==> config.mk <==
export PLATFORM = sky130hd
export DESIGN_NAME = mem_arbiter_flat
export DESIGN_NICKNAME = d
export VERILOG_FILES = /design/src/rtl/mem_arbiter_pkg.sv /design/src/rtl/mem_arbiter_if.sv /design/src/rtl/mem_arbiter.sv /design/src/flat_wrapper.sv
export SDC_FILE = /design/constraint.sdc
export NUM_CORES = 1
export LEC_CHECK = 0
export ABC_AREA = 1
export CAP_MARGIN = 30
export CORE_ASPECT_RATIO = 1.4
export CORE_MARGIN = 5
export CORE_UTILIZATION = 38
export DETAILED_ROUTE_END_ITERATION = 8
export PLACE_DENSITY = 0.83
export SLEW_MARGIN = 10
export SYNTH_ARGS = -nofsm -noshare
export SYNTH_HDL_FRONTEND = slang
export SYNTH_SLANG_ARGS = --single-unit
==> constraint.sdc <==
create_clock -name clk -period 1.5 [get_ports clk]
set_input_delay 0.3 -clock clk [delete_from_list [all_inputs] [get_ports clk]]
set_output_delay 0.3 -clock clk [all_outputs]
set_load 0.02 [all_outputs]
==> src/rtl/mem_arbiter_pkg.sv <==
// ============================================================================
// Module      : PARAMS_pkg
// Description : Shared widths, arbiter state encoding and grant/command
//               constants for the fetch/data memory arbiter.
// Revision    : 1.0 - initial release
// ============================================================================
`default_nettype none

package PARAMS_pkg;

  // Address and data bus width shared by the core and the memory.
  localparam int WD_SIZE = 32;

  // Width of the fetch starvation counter and of the latency down-counter.
  localparam int STARVE_W = 4;
  localparam int LAT_W    = 3;

  typedef enum logic [1:0] {
    ARB_IDLE   = 2'd0,
    ARB_ACCESS = 2'd1,
    ARB_WAIT   = 2'd2,
    ARB_RESP   = 2'd3
  } arb_state_t;

  // Grant identifiers.
  localparam logic ARB_GNT_IF = 1'b0;
  localparam logic ARB_GNT_DM = 1'b1;

  // Memory command encoding on rd_wr.
  localparam logic MEM_WR = 1'b1;

endpackage

`default_nettype wire

==> src/rtl/mem_arbiter_if.sv <==
// ============================================================================
// Module      : mem_arbiter_if
// Description : Bundle of the fetch port, data port, memory port and status
//               signals around the memory arbiter. The slave modport is the
//               arbiter's view; master is the view of the surrounding system.
// Revision    : 1.0 - initial release
// ============================================================================
`default_nettype none

interface mem_arbiter_if #(
  parameter int WD_SIZE = PARAMS_pkg::WD_SIZE
) ();

  // Fetch (instruction) port, read-only.
  logic               if_req;
  logic [WD_SIZE-1:0] if_addr;
  logic               if_ack;
  logic [WD_SIZE-1:0] if_rd_data;

  // Data (load/store) port.
  logic               dm_req;
  logic               dm_rd_wr;
  logic [WD_SIZE-1:0] dm_addr;
  logic [WD_SIZE-1:0] dm_wr_data;
  logic               dm_ack;
  logic [WD_SIZE-1:0] dm_rd_data;
  logic               dm_err;

  // Single-port memory side.
  logic [WD_SIZE-1:0] mem_addr;
  logic               mem_rd_wr;
  logic               mem_op_en;
  logic [WD_SIZE-1:0] mem_wr_data;
  logic [WD_SIZE-1:0] mem_rd_data;

  // Status.
  logic               busy;

  modport slave (
    input  if_req, if_addr,
    output if_ack, if_rd_data,
    input  dm_req, dm_rd_wr, dm_addr, dm_wr_data,
    output dm_ack, dm_rd_data, dm_err,
    output mem_addr, mem_rd_wr, mem_op_en, mem_wr_data,
    input  mem_rd_data,
    output busy
  );

  modport master (
    output if_req, if_addr,
    input  if_ack, if_rd_data,
    output dm_req, dm_rd_wr, dm_addr, dm_wr_data,
    input  dm_ack, dm_rd_data, dm_err,
    input  mem_addr, mem_rd_wr, mem_op_en, mem_wr_data,
    output mem_rd_data,
    input  busy
  );

endinterface

`default_nettype wire

==> src/rtl/mem_arbiter.sv <==
// ============================================================================
// Module      : mem_arbiter
// Description : Shares one single-port memory between the fetch port and the
//               data port. The winner's request is registered, issued to the
//               memory as a one-cycle strobe, the fixed memory latency is
//               waited out, and the result is returned with a one-cycle ack.
//               Data has priority; a starvation counter forces a pending
//               fetch through after MAX_WAIT consecutive data wins.
//               Optional macro MEM_ARB_MISALIGN_CHECK_EN: misaligned data
//               accesses are answered at once with dm_ack + dm_err and never
//               reach the memory.
// Revision    : 1.0 - initial release
// ============================================================================
`default_nettype none

module mem_arbiter
  import PARAMS_pkg::*;
#(
  parameter int WD_SIZE  = PARAMS_pkg::WD_SIZE,
  parameter int MEM_LAT  = 1,   // 1..7
  parameter int MAX_WAIT = 3    // 1..15
) (
  input  logic         clk,
  input  logic         reset_n,
  mem_arbiter_if.slave bus
);

  localparam logic [STARVE_W-1:0] MAX_WAIT_C = STARVE_W'(MAX_WAIT);
  localparam logic [LAT_W-1:0]    LAT_LOAD_C = LAT_W'(MEM_LAT - 1);

  arb_state_t           state_q,      state_d;
  logic                 gnt_q,        gnt_d;
  logic [WD_SIZE-1:0]   addr_q,       addr_d;
  logic                 rd_wr_q,      rd_wr_d;
  logic [WD_SIZE-1:0]   wr_data_q,    wr_data_d;
  logic [LAT_W-1:0]     lat_cnt_q,    lat_cnt_d;
  logic [STARVE_W-1:0]  starve_cnt_q, starve_cnt_d;
  logic [WD_SIZE-1:0]   if_rd_data_q, if_rd_data_d;
  logic [WD_SIZE-1:0]   dm_rd_data_q, dm_rd_data_d;

  logic grant_valid;
  logic grant_dm;

`ifdef MEM_ARB_MISALIGN_CHECK_EN
  logic err_q, err_d;
  logic dm_misaligned;

  assign dm_misaligned = (bus.dm_addr[1:0] != 2'b00);
`endif

  // Arbitration: data wins unless the fetch port has been starved MAX_WAIT times.
  always_comb begin
    grant_valid = 1'b0;
    grant_dm    = 1'b0;
    if (bus.dm_req && bus.if_req) begin
      grant_valid = 1'b1;
      grant_dm    = (starve_cnt_q != MAX_WAIT_C);
    end else if (bus.dm_req) begin
      grant_valid = 1'b1;
      grant_dm    = 1'b1;
    end else if (bus.if_req) begin
      grant_valid = 1'b1;
      grant_dm    = 1'b0;
    end
  end

  // Next-state logic for the sequencer, request latches and result registers.
  always_comb begin
    state_d      = state_q;
    gnt_d        = gnt_q;
    addr_d       = addr_q;
    rd_wr_d      = rd_wr_q;
    wr_data_d    = wr_data_q;
    lat_cnt_d    = lat_cnt_q;
    starve_cnt_d = starve_cnt_q;
    if_rd_data_d = if_rd_data_q;
    dm_rd_data_d = dm_rd_data_q;
`ifdef MEM_ARB_MISALIGN_CHECK_EN
    err_d        = err_q;
`endif

    unique case (state_q)
      ARB_IDLE: begin
        if (grant_valid) begin
          state_d = ARB_ACCESS;
          if (grant_dm) begin
            gnt_d     = ARB_GNT_DM;
            addr_d    = bus.dm_addr;
            rd_wr_d   = bus.dm_rd_wr;
            wr_data_d = bus.dm_wr_data;
            // Only a data win over a waiting fetch counts as starvation.
            if (bus.if_req && (starve_cnt_q < MAX_WAIT_C)) begin
              starve_cnt_d = starve_cnt_q + 1'b1;
            end
          end else begin
            gnt_d        = ARB_GNT_IF;
            addr_d       = bus.if_addr;
            rd_wr_d      = ~MEM_WR;
            wr_data_d    = '0;
            starve_cnt_d = '0;
          end
`ifdef MEM_ARB_MISALIGN_CHECK_EN
          err_d = 1'b0;
          // Misaligned data accesses are answered directly without a strobe.
          if (grant_dm && dm_misaligned) begin
            err_d   = 1'b1;
            state_d = ARB_RESP;
          end
`endif
        end
      end

      ARB_ACCESS: begin
        lat_cnt_d = LAT_LOAD_C;
        state_d   = ARB_WAIT;
      end

      ARB_WAIT: begin
        if (lat_cnt_q == '0) begin
          // Writes return nothing, so the read-data registers keep their value.
          if (rd_wr_q != MEM_WR) begin
            if (gnt_q == ARB_GNT_DM) begin
              dm_rd_data_d = bus.mem_rd_data;
            end else begin
              if_rd_data_d = bus.mem_rd_data;
            end
          end
          state_d = ARB_RESP;
        end else begin
          lat_cnt_d = lat_cnt_q - 1'b1;
        end
      end

      ARB_RESP: begin
        state_d = ARB_IDLE;
      end

      default: begin
        state_d = ARB_IDLE;
      end
    endcase
  end

  // State and datapath registers; reset abandons any access in flight.
  always_ff @(posedge clk or negedge reset_n) begin
    if (!reset_n) begin
      state_q      <= ARB_IDLE;
      gnt_q        <= ARB_GNT_IF;
      addr_q       <= '0;
      rd_wr_q      <= 1'b0;
      wr_data_q    <= '0;
      lat_cnt_q    <= '0;
      starve_cnt_q <= '0;
      if_rd_data_q <= '0;
      dm_rd_data_q <= '0;
    end else begin
      state_q      <= state_d;
      gnt_q        <= gnt_d;
      addr_q       <= addr_d;
      rd_wr_q      <= rd_wr_d;
      wr_data_q    <= wr_data_d;
      lat_cnt_q    <= lat_cnt_d;
      starve_cnt_q <= starve_cnt_d;
      if_rd_data_q <= if_rd_data_d;
      dm_rd_data_q <= dm_rd_data_d;
    end
  end

`ifdef MEM_ARB_MISALIGN_CHECK_EN
  // Error flag for the current data response.
  always_ff @(posedge clk or negedge reset_n) begin
    if (!reset_n) begin
      err_q <= 1'b0;
    end else begin
      err_q <= err_d;
    end
  end

  assign bus.dm_err = bus.dm_ack & err_q;
`else
  assign bus.dm_err = 1'b0;
`endif

  // Memory side is driven straight from the latched request; the strobe
  // exists only in ACCESS, so the address/data simply hold through WAIT.
  assign bus.mem_op_en   = (state_q == ARB_ACCESS);
  assign bus.mem_addr    = addr_q;
  assign bus.mem_rd_wr   = rd_wr_q;
  assign bus.mem_wr_data = wr_data_q;

  assign bus.if_ack     = (state_q == ARB_RESP) && (gnt_q == ARB_GNT_IF);
  assign bus.dm_ack     = (state_q == ARB_RESP) && (gnt_q == ARB_GNT_DM);
  assign bus.if_rd_data = if_rd_data_q;
  assign bus.dm_rd_data = dm_rd_data_q;
  assign bus.busy       = (state_q != ARB_IDLE);

endmodule

`default_nettype wire

==> src/flat_wrapper.sv <==
// flat-port wrapper written by rule: the top's interface ports become plain ports
module mem_arbiter_flat import PARAMS_pkg::*;
#(
  parameter int WD_SIZE  = PARAMS_pkg::WD_SIZE,
  parameter int MEM_LAT  = 1,          
  parameter int MAX_WAIT = 3            
)
  (clk, reset_n, bus_if_req, bus_if_addr, bus_if_ack, bus_if_rd_data, bus_dm_req, bus_dm_rd_wr, bus_dm_addr, bus_dm_wr_data, bus_dm_ack, bus_dm_rd_data, bus_dm_err, bus_mem_addr, bus_mem_rd_wr, bus_mem_op_en, bus_mem_wr_data, bus_mem_rd_data, bus_busy);
  mem_arbiter_if #(.WD_SIZE(WD_SIZE)) bus_i ();
  input  logic clk;
  input  logic reset_n;
  input wire logic [$bits(bus_i.if_req)-1:0] bus_if_req;
  input wire logic [$bits(bus_i.if_addr)-1:0] bus_if_addr;
  output wire logic [$bits(bus_i.if_ack)-1:0] bus_if_ack;
  output wire logic [$bits(bus_i.if_rd_data)-1:0] bus_if_rd_data;
  input wire logic [$bits(bus_i.dm_req)-1:0] bus_dm_req;
  input wire logic [$bits(bus_i.dm_rd_wr)-1:0] bus_dm_rd_wr;
  input wire logic [$bits(bus_i.dm_addr)-1:0] bus_dm_addr;
  input wire logic [$bits(bus_i.dm_wr_data)-1:0] bus_dm_wr_data;
  output wire logic [$bits(bus_i.dm_ack)-1:0] bus_dm_ack;
  output wire logic [$bits(bus_i.dm_rd_data)-1:0] bus_dm_rd_data;
  output wire logic [$bits(bus_i.dm_err)-1:0] bus_dm_err;
  output wire logic [$bits(bus_i.mem_addr)-1:0] bus_mem_addr;
  output wire logic [$bits(bus_i.mem_rd_wr)-1:0] bus_mem_rd_wr;
  output wire logic [$bits(bus_i.mem_op_en)-1:0] bus_mem_op_en;
  output wire logic [$bits(bus_i.mem_wr_data)-1:0] bus_mem_wr_data;
  input wire logic [$bits(bus_i.mem_rd_data)-1:0] bus_mem_rd_data;
  output wire logic [$bits(bus_i.busy)-1:0] bus_busy;
  assign bus_i.if_req = bus_if_req;
  assign bus_i.if_addr = bus_if_addr;
  assign bus_if_ack = bus_i.if_ack;
  assign bus_if_rd_data = bus_i.if_rd_data;
  assign bus_i.dm_req = bus_dm_req;
  assign bus_i.dm_rd_wr = bus_dm_rd_wr;
  assign bus_i.dm_addr = bus_dm_addr;
  assign bus_i.dm_wr_data = bus_dm_wr_data;
  assign bus_dm_ack = bus_i.dm_ack;
  assign bus_dm_rd_data = bus_i.dm_rd_data;
  assign bus_dm_err = bus_i.dm_err;
  assign bus_mem_addr = bus_i.mem_addr;
  assign bus_mem_rd_wr = bus_i.mem_rd_wr;
  assign bus_mem_op_en = bus_i.mem_op_en;
  assign bus_mem_wr_data = bus_i.mem_wr_data;
  assign bus_i.mem_rd_data = bus_mem_rd_data;
  assign bus_busy = bus_i.busy;
  mem_arbiter #(.WD_SIZE(WD_SIZE), .MEM_LAT(MEM_LAT), .MAX_WAIT(MAX_WAIT)) u_core (.clk(clk), .reset_n(reset_n), .bus(bus_i));
endmodule
==> load_flow_metrics.sql, run 1 <==
INSERT INTO impl_metrics (metric_group, metric, value, unit) VALUES
('clock_network', 'clk-insertion-delay-late', '0.41', 'ns'),
('synth', 'ys_seq_area_frac', '0.575', ''),
('clock_network', 'cts_made_buffers', '17', ''),
('timing', 'largest_clock_skew_in_the_final_design', '0.00889', 'ns'),
('placement', 'place.detailed.hpwl', '13400', 'um'),
('global_route', 'grt-ovfl-total', '0', ''),
('floorplan', 'io-pin-count', '267', ''),
('status', 'run_status', 'finished with violations', ''),
('clock_network', 'cts-htree-levels', '4', ''),
('power_and_ir_drop', 'power.leakage', '0.00578', 'uW'),
('global_route', 'globalRouteTotalUtil', '0.222', ''),
('placement', 'place_congestion', '0.779', ''),
('global_route', 'grt_pass1_wl', '32500', 'um'),
('floorplan', 'core_region_area', '15600', 'um^2'),
('clock_network', 'cts.reportedPaths.clkPinSlew', '0.07', 'ns'),
('job', 'drv_cap', '0', ''),
('synth', 'synth_largest_area_cell', 'dfrtp_1', ''),
('synth', 'postSynthRegisterBits', '139', ''),
('global_route', 'number_of_antenna_violations_at_the_first_check_in_global_routing', '1', ''),
('timing', 'maxSlewViolCount', '0', ''),
('placement', 'pre_cts_ws', '-0.295', 'ns'),
('detailed_routing', 'final_antenna_net_count', '0', ''),
('synth', 'synth.area.top_cells', 'dfrtp_1, nand2_1, nand3_1', ''),
('setup_path', 'endpoint_kind', 'register', ''),
('synth', 'synth_compound_gate_area_share', '0.0606', ''),
('cells_and_area', 'register_area', '3480', 'um^2'),
('placement', 'place.port_buffers', '265', ''),
('cells_and_area', 'syn_to_final_growth', '83.3', '%'),
('floorplan', 'die_area', '18600', 'um^2'),
('synth', 'yosys.area_share.simple', '0.242', ''),
('cells_and_area', 'post_layout_nonfiller_instances', '1257', ''),
('synth', 'synthAdderAreaFrac', '0.0165', ''),
('timing', 'setup_viol', '125', ''),
('synth', 'muxShareOfSynthArea', '0', ''),
('synth', 'syn_inst', '727', ''),
('setup_path', 'timing.critical_path.fanout_max', '6', ''),
('setup_path', 'critPathArrivalTime', '2.03', 'ns'),
('setup_path', 'critical_path_required', '1.79', 'ns'),
('timing', 'clock.fmax', '574', 'MHz'),
('synth', 'synth_top_family_by_area', 'simple AND/OR/NAND/NOR gates', ''),
('floorplan', 'initial_utilization', '0.388', ''),
('detailed_routing', 'vias_per_cell', '4.93', ''),
('synth', 'synthesis.area', '6050', 'um^2'),
('global_route', 'grt_pass1_vias', '6320', ''),
('power_and_ir_drop', 'power_per_cell_area', '2120', 'nW/um^2'),
('clock_network', 'clk_root_buffer_cell', 'clkbuf_16', ''),
('worst_hold_path', 'hold_path.class', 'in -> async', ''),
('timing', 'min_period', '1.74', 'ns'),
('cells_and_area', 'layout.cell_area.non_filler', '11100', 'um^2'),
('cells_and_area', 'final.fill_count', '1106', ''),
('setup_path', 'startpoint_type', 'register', ''),
('detailed_routing', 'via_count', '6194', ''),
('clock_network', 'cts.path.max_buffers', '2', ''),
('setup_path', 'timing.reg2reg.worst_path_depth', '11', ''),
('placement', 'dpl_cell_area', '9160', 'um^2'),
('synth', 'yosysWarnings', '0', ''),
('timing', 'worst_slack', '-0.241', 'ns'),
('timing', 'unrepaired_setup_endpoints_after_global_routing', 'yes', ''),
('cells_and_area', 'layout_cells_sized_above_1', '0.258', ''),
('floorplan', 'dieHeight', '159', 'um'),
('detailed_routing', 'drtPass1Iterations', '5', ''),
('cells_and_area', 'layout.nets', '1188', ''),
('power_and_ir_drop', 'worst_ir_drop_vdd', '0.00118', 'V'),
('synth', 'synthXorXnorAreaFrac', '0', ''),
('setup_path', 'setup.worst_path.class', 'reg -> reg', ''),
('synth', 'yosys.area.top_type_share', '0.575', ''),
('cells_and_area', 'multi_input_area', '2680', 'um^2'),
('placement', 'placed_cells', '1184', ''),
('floorplan', 'floorplan.rows', '54', ''),
('synth', 'syn-mean-instance-area', '8.32', 'um^2'),
('clock_network', 'tritoncts', 'built', ''),
('clock_network', 'cts_sinks', '139', ''),
('status', 'failing_checks', 'setup timing', ''),
('timing', 'period_share', '1.16', ''),
('synth', 'syn-num-nets', '868', ''),
('floorplan', 'die_width', '117', 'um'),
('detailed_routing', 'remaining_drc_errors', '0', ''),
('detailed_routing', 'dr.first_iter.drc_count', '499', ''),
('global_route', 'largest_net_degree_at_the_start_of_global_routing', '48', ''),
('timing', 'setup_tns', '-15.16', 'ns'),
('synth', 'yosysUniqueCellTypes', '21', ''),
('detailed_routing', 'detail_route.wirelength', '22800', 'um'),
('timing', 'finalHoldViolCount', '0', ''),
('detailed_routing', 'avgRoutedWirePerCell', '18.1', 'um');
==> worst paths after layout <==
kind                                         from                        end  slack (ns)
max                           u_core.lat_cnt_q[0]  u_core.bus.if_rd_data[19]       -0.24
min                                       reset_n   u_core.bus.dm_rd_data[8]        0.35
max reg2reg                   u_core.lat_cnt_q[0]  u_core.bus.if_rd_data[19]       -0.24
min reg2reg                u_core.bus.mem_addr[0]     u_core.bus.mem_addr[0]        0.47
max in group asynchronous                 reset_n     u_core.starve_cnt_q[1]        0.64
min in group clk              bus_mem_rd_data[28]  u_core.bus.if_rd_data[28]        0.45
==> Yosys cell counts <==
| cell | instances |
|---|---|
| conb_1 | 1 |
| ha_1 | 8 |
| nand3_1 | 99 |
| o21ai_2 | 1 |
| o22ai_1 | 2 |
| dfrtp_1 | 139 |
| o21ai_0 | 48 |
| buf_4 | 4 |
| o21ai_1 | 20 |
| nand2_2 | 2 |
| nor2_4 | 1 |
| buf_1 | 3 |
| nand2_1 | 241 |
| clkbuf_1 | 13 |
| a21oi_1 | 1 |
| buf_2 | 17 |
| inv_2 | 1 |
| nor2_1 | 9 |
| nor2_2 | 1 |
| inv_1 | 113 |
| buf_6 | 3 |
==> registers in the layout, summed over array words and instances (netlist names) <==
register / flops
u_core.bus.dm_rd_data: 32
u_core.bus.if_rd_data: 32
u_core.bus.mem_addr: 32
u_core.bus.mem_wr_data: 32
u_core.starve_cnt_q: 4
u_core.lat_cnt_q: 3
u_core.state_q: 2
u_core.bus.mem_rd_wr: 1
u_core.gnt_q: 1
==> cells by family (layout without fill, tap and decap cells) <==
logic type / after synthesis / in the layout
AO/OA/AOI/OAI: 72 / 72
buffers and inverters: 154 / 487
AND/OR/NAND/NOR: 353 / 353
flip-flops: 139 / 139
other: 1 / 2
adder cells (fa/ha/maj): 8 / 8
==> power by group <==
| group | switching (uW) | internal [uW] | leakage [uW] |
|---|---|---|---|
| Clock | 1810 | 2180 | 0.000271 |
| Combinational | 7170 | 5680 | 0.00377 |
| Sequential | 1100 | 5530 | 0.00174 |
==> worst max-delay path, cell delays in order, from the launching register on <==
cell	delay, ns
dfrtp_1	0.39
inv_2	0.10
ha_4	0.14
ha_4	0.15
nand2_4	0.07
nor2_4	0.15
buf_12	0.13
nand2_8	0.08
buf_12	0.16
buf_16	0.14
nand2_2	0.05
o21ai_1	0.07
==> through the flow <==
step	power (uW)	util	hold WS, ns
final	23500	0.710	0.346
after global routing	24800	0.710	0.361
after CTS	22300	0.672	0.331
after detailed placement	17000	0.587	0.198
after global placement	16700	0.587	0.200
after floorplan	11600	-	0.00441
==> layout by cell type, fill, tap and decap left out, types with 6 or more instances in the layout <==
master and count:
o21ai_0 17, nand2_2 32, dlygate4sd2_1 122, buf_16 11, o21ai_2 26, clkdlybuf4s50_1 131, nand2_4 18, clkbuf_16 23
buf_4 27, o21ai_1 25, buf_6 15, nand3_2 57, nand3_1 39, clkdlybuf4s15_1 6, inv_2 6, inv_6 6
buf_12 18, dfrtp_1 139, nand2_1 192, inv_1 106
==> cell type report <==
cell class / count / share of cell area
flip-flops and latches: 139 / 0.314
repair buffers: 341 / 0.332
diodes: 1 / 0.000226
inverters: 114 / 0.0395
clock buffers: 17 / 0.0384
multi-input cells: 434 / 0.242
well taps: 196 / 0.0221
clock inverters: 15 / 0.0116
==> per-layer routing <==
layer	wire, um	GRT usage
met1	8200	0.249
met4	732	0.0850
met5	0	0
met2	12000	0.390
met3	1890	0.0646
==> what timing repair did <==
action,4_1_cts,5_1_grt
cloned,13,7
hold buffers,1,0
gates resized for setup,284,131
hold endpoints to repair,26,0
endpoints found under the setup margin,263,146
pin swaps,21,98
setup buffers,20,6
Power figures use the tool's default switching activity.
==> run 2: changes to the inputs <==
Settings changed: CORE_MARGIN 5 to not set.
==> run 2 against run 1 <==
The run still ends with setup timing left. Die area shrank 12%. Clock power is essentially flat. Sequential power grew 2%. Largest cell class unchanged. Non-clock buffer count shrank 12. First-iteration DRC count shrank 30%. Routed wire length shrank 0.75%. Register-to-register slack gained 0.08 ns.
==> load_flow_metrics.sql, run 2 (synthesis results as in run 1) <==
INSERT INTO impl_metrics (metric_group, metric, value, unit) VALUES
('setup_path', 'worst_path_max_delay_cell', 'dfrtp_1', ''),
('clock_network', 'cts.path.max_buffers', '2', ''),
('floorplan', 'dieHeight', '151', 'um'),
('timing', 'finalHoldViolCount', '0', ''),
('timing', 'period_share', '1.11', ''),
('clock_network', 'cts.reportedPaths.clkPinSlew', '0.07', 'ns'),
('timing', 'min_period', '1.66', 'ns'),
('timing', 'unrepaired_setup_endpoints_after_global_routing', 'yes', ''),
('clock_network', 'clk-insertion-delay-late', '0.41', 'ns'),
('floorplan', 'die_width', '109', 'um'),
('cells_and_area', 'layout.cell_area.non_filler', '10800', 'um^2'),
('timing', 'largest_clock_skew_in_the_final_design', '0.0107', 'ns'),
('detailed_routing', 'detail_route.wirelength', '22600', 'um'),
('power_and_ir_drop', 'net-switching-power', '10000', 'uW'),
('global_route', 'grt-ovfl-total', '0', ''),
('setup_path', 'startpoint_type', 'register', ''),
('floorplan', 'core_region_area', '15500', 'um^2'),
('timing', 'clock.fmax', '602', 'MHz'),
('cells_and_area', 'syn_to_final_growth', '79.2', '%'),
('cells_and_area', 'most-common-layout-cells', 'nand2_1, dfrtp_1, clkdlybuf4s50_1', ''),
('floorplan', 'die_area', '16400', 'um^2'),
('timing', 'maxSlewViolCount', '0', ''),
('power_and_ir_drop', 'worst_ir_drop_vdd', '0.00114', 'V'),
('cells_and_area', 'layout.nets', '1177', ''),
('power_and_ir_drop', 'cell_internal_pwr', '13200', 'uW'),
('clock_network', 'tritoncts', 'built', ''),
('setup_path', 'critical_path_required', '1.85', 'ns'),
('power_and_ir_drop', 'power.leakage', '0.00570', 'uW'),
('placement', 'place.detailed.hpwl', '12700', 'um'),
('status', 'run_status', 'finished with violations', ''),
('cells_and_area', 'post_layout_nonfiller_instances', '1246', ''),
('detailed_routing', 'drtPass1Iterations', '5', ''),
('setup_path', 'slowest_delay', '0.41', 'ns'),
('setup_path', 'critPathArrivalTime', '2.01', 'ns'),
('power_and_ir_drop', 'netSwitchingFraction', '0.433', ''),
('power_and_ir_drop', 'sequentialPowerShare', '0.291', ''),
('power_and_ir_drop', 'power_per_cell_area', '2140', 'nW/um^2'),
('power_and_ir_drop', 'clockPowerShare', '0.172', ''),
('placement', 'placed_cells', '1180', ''),
('detailed_routing', 'vias_per_cell', '4.99', ''),
('clock_network', 'cts-htree-levels', '4', ''),
('setup_path', 'timing.rr.start', 'u_core.state_q[1]', ''),
('placement', 'place_congestion', '0.770', ''),
('setup_path', 'setup.worst_path.class', 'reg -> reg', ''),
('global_route', 'grt_pass1_wl', '29800', 'um'),
('setup_path', 'crit_chain', 'inv_2 > ha_4 > inv_4 > buf_6 > nor2_4 > buf_12 > buf_8 > clkbuf_16 > nand3_2 > nand2_1', ''),
('job', 'drv_cap', '0', ''),
('clock_network', 'cts_sinks', '139', ''),
('detailed_routing', 'avgRoutedWirePerCell', '18.2', 'um'),
('setup_path', 'endpoint_kind', 'register', ''),
('detailed_routing', 'final_antenna_net_count', '0', ''),
('floorplan', 'initial_utilization', '0.389', ''),
('setup_path', 'startpoint', 'u_core.state_q[1]', ''),
('clock_network', 'clk_root_buffer_cell', 'clkbuf_16', ''),
('power_and_ir_drop', 'power.combinational.fraction', '0.537', ''),
('floorplan', 'floorplan.rows', '54', ''),
('cells_and_area', 'mostFrequentLayoutCell', 'nand2_1', ''),
('global_route', 'globalRouteTotalUtil', '0.238', ''),
('timing', 'worst_slack', '-0.161', 'ns'),
('worst_hold_path', 'hold_path.class', 'in -> async', ''),
('setup_path', 'timing.critical_path.fanout_max', '8', ''),
('global_route', 'grt_pass1_vias', '5889', ''),
('placement', 'dpl_cell_area', '9110', 'um^2'),
('global_route', 'number_of_antenna_violations_at_the_first_check_in_global_routing', '3', ''),
('floorplan', 'io-pin-count', '267', ''),
('detailed_routing', 'dr.first_iter.drc_count', '351', ''),
('placement', 'place.port_buffers', '265', ''),
('timing', 'setup_viol', '134', ''),
('status', 'failing_checks', 'setup timing', ''),
('clock_network', 'cts_made_buffers', '17', ''),
('cells_and_area', 'layout_cells_sized_above_1', '0.229', ''),
('detailed_routing', 'remaining_drc_errors', '0', ''),
('detailed_routing', 'via_count', '6221', ''),
('global_route', 'largest_net_degree_at_the_start_of_global_routing', '37', ''),
('placement', 'pre_cts_ws', '-0.188', 'ns');
## run 2: changes by cell type in the layout (fill, tap and decap cells not counted), sizes merged
| cell | delta |
|---|---|
| clkbuf | +7 |
| buf | -19 |
| clkinvlp | +3 |
| dlygate4sd2 | -3 |
| clkinv | -2 |
| clkdlybuf4s15 | +3 |
## run 2: final cells by class
type	count	area, um^2
diodes	1	2.50
clock buffers	17	425
clock inverters	15	126
fillers	1186	4700
inverters	114	457
multi-input cells	434	2510
flip-flops and latches	139	3480
well taps	196	245
repair buffers	329	3580
repair inverters	1	16.3
## run 2: what timing repair did
action	4_1_cts	5_1_grt
setup endpoints to repair	263	140
hold buffers	1	0
cloned	8	16
pin swaps	3	90
gates resized for setup	232	164
buffers inserted	5	5
hold endpoints to repair	31	0
## run 2: worst paths after layout
kind	slack (ns)	endpoint	cells after the start
worst max register to register	-0.16	u_core.bus.mem_wr_data[0]	10
worst max-delay path	-0.16	u_core.bus.mem_wr_data[0]	10
worst min register to register	0.47	u_core.bus.mem_addr[28]	2
max in group asynchronous	0.57	u_core.bus.mem_wr_data[8]	3
min in group clk	0.44	u_core.bus.if_rd_data[20]	3
worst min-delay path	0.37	u_core.bus.dm_rd_data[0]	2
## run 2: metrics by stage
step	setup TNS (ns)	total power, uW	utilization	hold WS (ns)
floorplan	0	11600	-	0.00441
global placement	-8.07	16500	0.586	0.223
detailed placement	-13.79	16800	0.586	0.229
CTS	-5.37	20900	0.639	0.365
global route	-19.60	24500	0.697	0.382
finish	-11.84	23200	0.698	0.369
## run 2: power by group through the flow
| stage | logic [uW] | clock network (uW) | registers (uW) |
|---|---|---|---|
| after floorplan | 3050 | 0 | 8520 |
| after global placement | 10000 | 0 | 6500 |
| after detailed placement | 10300 | 0 | 6570 |
| after CTS | 10400 | 4040 | 6500 |
| after global routing | 13300 | 4210 | 6950 |
| final | 12500 | 3990 | 6760 |
## run 2: layer usage
metal,track usage,wire length (um),up-vias
met2,0.434,12100,301
li1,-,-,2873
met3,0.0710,1800,61
met4,0.0831,840,4
met1,0.259,7870,2982
met5,0,26,-
## run 2: critical path: cells and delay by family (launching register included)
family	cells	cell delay, ns
adders and majority gates	1	0.16
DFF	1	0.41
and+or+nand+nor	3	0.27
buffers and inverters	6	0.76
